### config.mk
export PLATFORM = sky130hd
export DESIGN_NAME = rlwe_pipe_vlsu
export DESIGN_NICKNAME = d
export VERILOG_FILES = /design/src/rtl/rlwe_pipe_vlsu.sv
export SDC_FILE = /design/constraint.sdc
export NUM_CORES = 2
export LEC_CHECK = 0
export BUFFER_PORTS_ARGS = -buffer_cell sky130_fd_sc_hd__buf_2
export CAP_MARGIN = 20
export CORE_AREA = 2 2 298 300
export CTS_CLUSTER_DIAMETER = 50
export CTS_CLUSTER_SIZE = 10
export DETAILED_ROUTE_END_ITERATION = 16
export DIE_AREA = 0 0 300 302
export PLACE_DENSITY = 0.7
export SYNTH_ARGS = -nofsm -noshare
export SYNTH_HDL_FRONTEND = slang
export SYNTH_SLANG_ARGS = --single-unit
### constraint.sdc
create_clock -name clk -period 2.8 [get_ports clk]
set_input_delay 0.28 -clock clk [delete_from_list [all_inputs] [get_ports clk]]
set_output_delay 0.28 -clock clk [all_outputs]
set_load 0.02 [all_outputs]
### src/rtl/rlwe_pipe_vlsu.sv
// Vector LSU: moves a LANE-element vector through BEAT_WORDS-word DMEM beats, unit-stride or strided, up to MAX_OUTSTANDING in flight.
// Latency: 6 cycles minimum at the default sizes. A missing DMEM ack holds the current beat. EXU holds req until the rdy pulse.
module rlwe_pipe_vlsu #(
  parameter int LANE            = 8,
  parameter int XLEN            = 32,
  parameter int BEAT_WORDS      = 2,
  parameter int MAX_OUTSTANDING = 2,
  parameter int AWIDTH          = 32
) (
  input  logic                       clk,
  input  logic                       rst_n,
  input  logic                       exu2lsu_req,
  input  logic [1:0]                 exu2lsu_cmd,
  input  logic [AWIDTH-1:0]          exu2lsu_addr,
  input  logic [XLEN-1:0]            exu2lsu_stride,
  input  logic [LANE*XLEN-1:0]       exu2lsu_s_data,
  output logic                       lsu2exu_rdy,
  output logic [LANE*XLEN-1:0]       lsu2exu_l_data,
  output logic                       lsu2exu_exc,
  output logic [3:0]                 lsu2exu_exc_code,
  output logic                       lsu_busy,
  output logic                       lsu2dmem_req,
  output logic                       lsu2dmem_cmd,
  output logic [BEAT_WORDS-1:0]      lsu2dmem_be,
  output logic [AWIDTH-1:0]          lsu2dmem_addr,
  output logic [BEAT_WORDS*XLEN-1:0] lsu2dmem_wdata,
  input  logic                       dmem2lsu_req_ack,
  input  logic [BEAT_WORDS*XLEN-1:0] dmem2lsu_rdata,
  input  logic [1:0]                 dmem2lsu_resp
);
  localparam int BW_BITS  = BEAT_WORDS * XLEN;
  localparam int VEC_BITS = LANE * XLEN;
  localparam int CNT_W    = $clog2(LANE + 1);
  localparam int OUT_W    = $clog2(MAX_OUTSTANDING + 1);
  localparam logic [CNT_W-1:0]  NB_CONTIG  = CNT_W'(LANE / BEAT_WORDS);
  localparam logic [CNT_W-1:0]  NB_STRIDE  = CNT_W'(LANE);
  localparam logic [OUT_W-1:0]  MAX_OUT    = OUT_W'(MAX_OUTSTANDING);
  localparam logic [AWIDTH-1:0] CONTIG_INC = AWIDTH'(4 * BEAT_WORDS);
  localparam logic [1:0] CMD_LOAD  = 2'd1;
  localparam logic [1:0] CMD_STORE = 2'd2;
  localparam logic [1:0] RESP_OK   = 2'd1;
  localparam logic [1:0] RESP_ER   = 2'd2;

  typedef enum logic [1:0] {IDLE, XFER, DONE} state_t;

  state_t              state_q, state_d;
  logic                store_q, store_d;
  logic                contig_q, contig_d;
  logic [AWIDTH-1:0]   baddr_q, baddr_d;
  logic [AWIDTH-1:0]   inc_q, inc_d;
  logic [VEC_BITS-1:0] sdata_q, sdata_d;
  logic [VEC_BITS-1:0] buf_q, buf_d;
  logic [CNT_W-1:0]    issued_q, issued_d;
  logic [CNT_W-1:0]    rcvd_q, rcvd_d;
  logic [OUT_W-1:0]    outst_q, outst_d;
  logic                err_q, err_d;

  logic             start, misalign, contig_in;
  logic             ack_fire, resp_vld, resp_ok;
  logic [CNT_W-1:0] nbeats;

  assign start     = (state_q == IDLE) && exu2lsu_req &&
                     ((exu2lsu_cmd == CMD_LOAD) || (exu2lsu_cmd == CMD_STORE));
  assign misalign  = (|exu2lsu_addr[1:0]) || (|exu2lsu_stride[1:0]);
  assign contig_in = (exu2lsu_stride == XLEN'(4));
  assign nbeats    = contig_q ? NB_CONTIG : NB_STRIDE;

  assign lsu2dmem_req   = (state_q == XFER) && (issued_q < nbeats) && !err_q && (outst_q < MAX_OUT);
  assign lsu2dmem_cmd   = store_q;
  assign lsu2dmem_addr  = baddr_q;
  assign lsu2dmem_be    = contig_q ? '1 : BEAT_WORDS'(1);
  assign lsu2dmem_wdata = contig_q ? sdata_q[BW_BITS-1:0] : BW_BITS'(sdata_q[XLEN-1:0]);
  assign lsu_busy       = (state_q != IDLE);

  // Responses with nothing outstanding (e.g. stragglers from before a reset) are dropped here.
  assign ack_fire = lsu2dmem_req && dmem2lsu_req_ack;
  assign resp_vld = ((dmem2lsu_resp == RESP_OK) || (dmem2lsu_resp == RESP_ER)) && (outst_q != '0);
  assign resp_ok  = resp_vld && (dmem2lsu_resp == RESP_OK);

  always_comb begin
    state_d  = state_q;
    store_d  = store_q;
    contig_d = contig_q;
    baddr_d  = ack_fire ? baddr_q + inc_q : baddr_q;
    inc_d    = inc_q;
    sdata_d  = sdata_q;
    buf_d    = buf_q;
    issued_d = issued_q + CNT_W'(ack_fire);
    rcvd_d   = rcvd_q + CNT_W'(resp_vld);
    outst_d  = outst_q + OUT_W'(ack_fire) - OUT_W'(resp_vld);
    err_d    = err_q || (resp_vld && (dmem2lsu_resp == RESP_ER));

    if (ack_fire)
      sdata_d = contig_q ? (sdata_q >> BW_BITS) : (sdata_q >> XLEN);

    // Responses come back in issue order, so the receive count names the beat.
    if (resp_ok && !err_q && !store_q) begin
      for (int e = 0; e < LANE; e++) begin
        if (contig_q && (rcvd_q == CNT_W'(e / BEAT_WORDS)))
          buf_d[e*XLEN +: XLEN] = dmem2lsu_rdata[(e % BEAT_WORDS)*XLEN +: XLEN];
        else if (!contig_q && (rcvd_q == CNT_W'(e)))
          buf_d[e*XLEN +: XLEN] = dmem2lsu_rdata[XLEN-1:0];
      end
    end

    case (state_q)
      IDLE: begin
        if (start && !misalign) begin
          state_d  = XFER;
          store_d  = (exu2lsu_cmd == CMD_STORE);
          contig_d = contig_in;
          baddr_d  = exu2lsu_addr;
          inc_d    = contig_in ? CONTIG_INC : AWIDTH'(exu2lsu_stride);
          sdata_d  = exu2lsu_s_data;
          buf_d    = '0;
          issued_d = '0;
          rcvd_d   = '0;
          outst_d  = '0;
          err_d    = 1'b0;
        end
      end
      XFER: begin
        if ((outst_d == '0) && ((issued_d == nbeats) || err_d))
          state_d = DONE;
      end
      DONE:    state_d = IDLE;
      default: state_d = IDLE;
    endcase
  end

  always_comb begin
    lsu2exu_rdy      = 1'b0;
    lsu2exu_exc      = 1'b0;
    lsu2exu_exc_code = 4'd0;
    lsu2exu_l_data   = '0;
    if (state_q == DONE) begin
      lsu2exu_rdy    = 1'b1;
      lsu2exu_exc    = err_q;
      lsu2exu_l_data = store_q ? '0 : buf_q;
      if (err_q)
        lsu2exu_exc_code = store_q ? 4'd7 : 4'd5;
    end else if (start && misalign) begin
      lsu2exu_rdy      = 1'b1;
      lsu2exu_exc      = 1'b1;
      lsu2exu_exc_code = (exu2lsu_cmd == CMD_STORE) ? 4'd6 : 4'd4;
    end
  end

  always_ff @(posedge clk or negedge rst_n) begin
    if (!rst_n) begin
      state_q  <= IDLE;
      store_q  <= 1'b0;
      contig_q <= 1'b0;
      baddr_q  <= '0;
      inc_q    <= '0;
      sdata_q  <= '0;
      buf_q    <= '0;
      issued_q <= '0;
      rcvd_q   <= '0;
      outst_q  <= '0;
      err_q    <= 1'b0;
    end else begin
      state_q  <= state_d;
      store_q  <= store_d;
      contig_q <= contig_d;
      baddr_q  <= baddr_d;
      inc_q    <= inc_d;
      sdata_q  <= sdata_d;
      buf_q    <= buf_d;
      issued_q <= issued_d;
      rcvd_q   <= rcvd_d;
      outst_q  <= outst_d;
      err_q    <= err_d;
    end
  end

endmodule

==> flow_metrics.py <==
metrics = {
    "status": {
        "status": "completed",
    },
    "sta": {
        "max-slew-margin-rel_pct": 40.0,
        "fin_worst_skew_ns": 0.0254,
        "final-hold-violation-count": 0,
        "fin_setup_tns_ns": 0,
        "whs_ns": 0.0499,
        "tightest_slew_ns": 0.900,
        "rsz0062_at_grt": "true",
        "final-max-slew-violation-count": 0,
        "fin_ws_ns": 0.00175,
        "finalSetupViolCount": 0,
        "fin_crit_sh_pct": 99.9,
        "max_clock_freq_mhz": 357,
        "layout_min_cycle_time_ns": 2.80,
    },
    "worst_hold_path": {
        "holdPathStages": 3,
        "min_from": "dmem2lsu_rdata[57]",
        "hold_class": "in2reg",
    },
    "logic_synthesis": {
        "syn_nets": 4139,
        "yosys.area_share.adder_pct": 1.69,
        "netlist_instances": 3705,
        "syn_area_per_cell_sq_um": 8.53,
        "synthDistinctLibCells": 68,
        "synthFlopType": "dfrtp_1",
        "yosysSeqAreaShare_pct": 46.8,
        "synth_top_family_by_area": "compound AO/OA/AOI/OAI gates",
        "async_flop_share_pct": 100,
        "yosys.area_share.simple_pct": 18.9,
        "synth_compound_area_share_pct": 20.2,
        "synth-seq-cells": 591,
        "synth.area.mux_share_pct": 6.11,
        "ys_warn_count": 0,
        "netlist_area_sq_um": 31600,
        "synthXorXnorAreaFrac_pct": 0.859,
        "synth-edff-count": 0,
    },
    "worst_setup_path": {
        "critPathRequiredTime_ns": 3.30,
        "end_kind": "flop",
        "timing.critical_path.fanout_max": 4,
        "crit_path_start": "inc_q[0]",
        "crit_type": "reg2reg",
        "start_kind": "flop",
        "ff2ff_path_depth": 12,
        "worstReg2RegStart": "inc_q[0]",
        "crit_arrival_ns": 3.30,
    },
    "routing": {
        "routed_wl_mm": 132,
        "viasPerCell": 5.55,
        "vias": 32950,
        "drc": 0,
        "dr.pass1.iters": 8,
        "wl_per_cell_um": 22.3,
        "drt-initial-drc-count": 3968,
        "ant_nets": 0,
    },
    "placement": {
        "preCtsSetupSlack_ns": -0.00807,
        "io_buffer_count": 752,
        "placed_cell_area_sq_um": 36800,
        "post-dp-hpwl_mm": 87.2,
        "placed_cells": 5398,
        "gp_congestion": 0.958,
    },
    "floorplan": {
        "row_count": 109,
        "die_area_sq_um": 90600,
        "io-pin-count": 755,
        "initial_core_util_pct": 36.1,
        "die-height_um": 302,
        "core_sq_um": 87600,
        "die_x_um": 300,
    },
    "clocking": {
        "clk_path_buf_depth": 3,
        "clk_latency_ns": 0.65,
        "cts_sinks": 591,
        "cts_inserted_buffers": 85,
        "cts_tree": "built",
        "root_buffer": "clkbuf_16",
        "htreeDepth": 3,
        "clk_pin_slew_worst_paths_ns": 0.05,
    },
    "job": {
        "cap_violations": 0,
    },
    "power": {
        "power.switching_mw": 14.1,
        "swShare_pct": 37.5,
        "ir_worst_vdd_uv": 586,
        "clkPwrFrac_pct": 28.5,
        "intPower_mw": 23.5,
        "leakagePower_nw": 20.2,
        "seqPwrFrac_pct": 38.1,
        "powerDensity_nw_per_um2": 864,
        "finalPower_mw": 37.6,
        "combPwrFrac_pct": 33.4,
    },
    "layout": {
        "final_cell_mix": "buf_2 (751), nand2_1 (615), dfrtp_1 (590)",
        "utilization_pct": 49.7,
        "instances_no_fill": 5935,
        "final_common_cell": "buf_2",
        "drive_gt1_share_pct": 22.7,
        "final_area_sq_um": 43500,
        "fin_nets": 5129,
        "areaGrowthSynthToFinish_pct": 37.7,
    },
    "global_route": {
        "grt_pass1_vias": 32168,
        "grtUsageTotal_pct": 28.1,
        "grt_first_pass_wirelength_mm": 196,
        "antenna_found_initial": 27,
        "grt_max_degree": 168,
        "gr-total-overflow": 0,
    },
}
[cells by family (layout without fill, tap and decap cells)]
kind of cell             after synthesis  in the layout
AO/OA/AOI/OAI                       1154           1154
AND/OR/NAND/NOR                     1307           1307
flip-flops                           591            591
adder cells (fa/ha/maj)               42             42
multiplexers                         193            193
XOR/XNOR                              31             31
other                                  2             24
buffers and inverters                385           1428
[sequential cells by signal, indices dropped and copies added, names as in the netlist]
| name | cells |
|---|---|
| buf_q | 256 |
| sdata_q | 256 |
| inc_q | 32 |
| lsu2dmem_addr | 32 |
| issued_q | 4 |
| rcvd_q | 4 |
| outst_q | 2 |
| state_q | 2 |
| contig_q | 1 |
| err_q | 1 |
| lsu2dmem_cmd | 1 |
[synth_stat cells, types with 13 or more instances]
| library cell | number | share of area (%) |
|---|---|---|
| nand2_1 | 615 | 7.3 |
| dfrtp_1 | 591 | 47 |
| a21oi_1 | 504 | 8.0 |
| o21ai_0 | 377 | 6.0 |
| and2_1 | 297 | 5.9 |
| nor2_1 | 282 | 3.3 |
| clkbuf_1 | 226 | 2.7 |
| mux2i_1 | 193 | 6.1 |
| o22ai_1 | 131 | 2.6 |
| buf_2 | 93 | 1.5 |
| ha_1 | 41 | 1.6 |
| buf_4 | 39 | 0.93 |
| a211oi_1 | 36 | 0.85 |
| nor3b_1 | 33 | 0.78 |
| a22o_1 | 26 | 0.72 |
| xnor2_1 | 20 | 0.55 |
| inv_1 | 16 | 0.19 |
| o21ai_1 | 16 | 0.25 |
| nand3_1 | 13 | 0.21 |
[worst max-delay path, stage by stage (launching register included)]
cell and delay [ns]:
dfrtp_1 0.39, ha_2 0.20, inv_2 0.06, fa_2 0.23
nor2b_4 0.05, o2111ai_2 0.22, a311oi_2 0.17, o31ai_4 0.41
a31oi_4 0.15, a31o_4 0.27, a221oi_2 0.25, xor2_1 0.18
o21ai_1 0.08
[worst paths after layout]
path                       slack (ns)                 to
min in group asynchronous        0.26  lsu2dmem_addr[31]
setup reg to reg                0.002  lsu2dmem_addr[28]
max in group asynchronous        1.55  lsu2dmem_addr[13]
hold / removal                   0.05         buf_q[249]
setup / recovery                0.002  lsu2dmem_addr[28]
hold reg to reg                  0.50           inc_q[9]
[power by group through the flow]
stage	clock [mW]	combinational, mW	sequential, mW
floorplan	0	8.27	13.3
global placement	0	11.4	14.1
detailed placement	0	11.6	14.3
CTS	10.9	12.3	14.1
global route	11.2	13.7	14.6
finish	10.7	12.6	14.3
[layout make-up]
type	instances	area (sq um)
fill	7950	44000
multi-input combinational	2729	15300
sequential	591	14800
timing repair buffer	1271	9140
clock buffer	108	2340
tap	1165	1460
clock inverter	32	423
inverter	17	80.1
antenna	22	55.1
[repair_timing]
action,in CTS,in global routing
endpoints found under the setup margin,48,45
pin swaps,0,12
endpoints found under the hold margin,527,0
gates cloned,2,1
hold buffers,370,0
resized for setup,5,11
buffers inserted,0,2
[routing by layer]
metal  global-route usage (%)  wire [um]  part of all wire, %
met5                        0         64                0.048
met4                     16.7       8340                  6.3
met3                     6.70      13500                   10
met2                     40.7      57300                   43
met1                     38.0      53200                   40
Note: power is estimated with default switching activity, not from simulation.
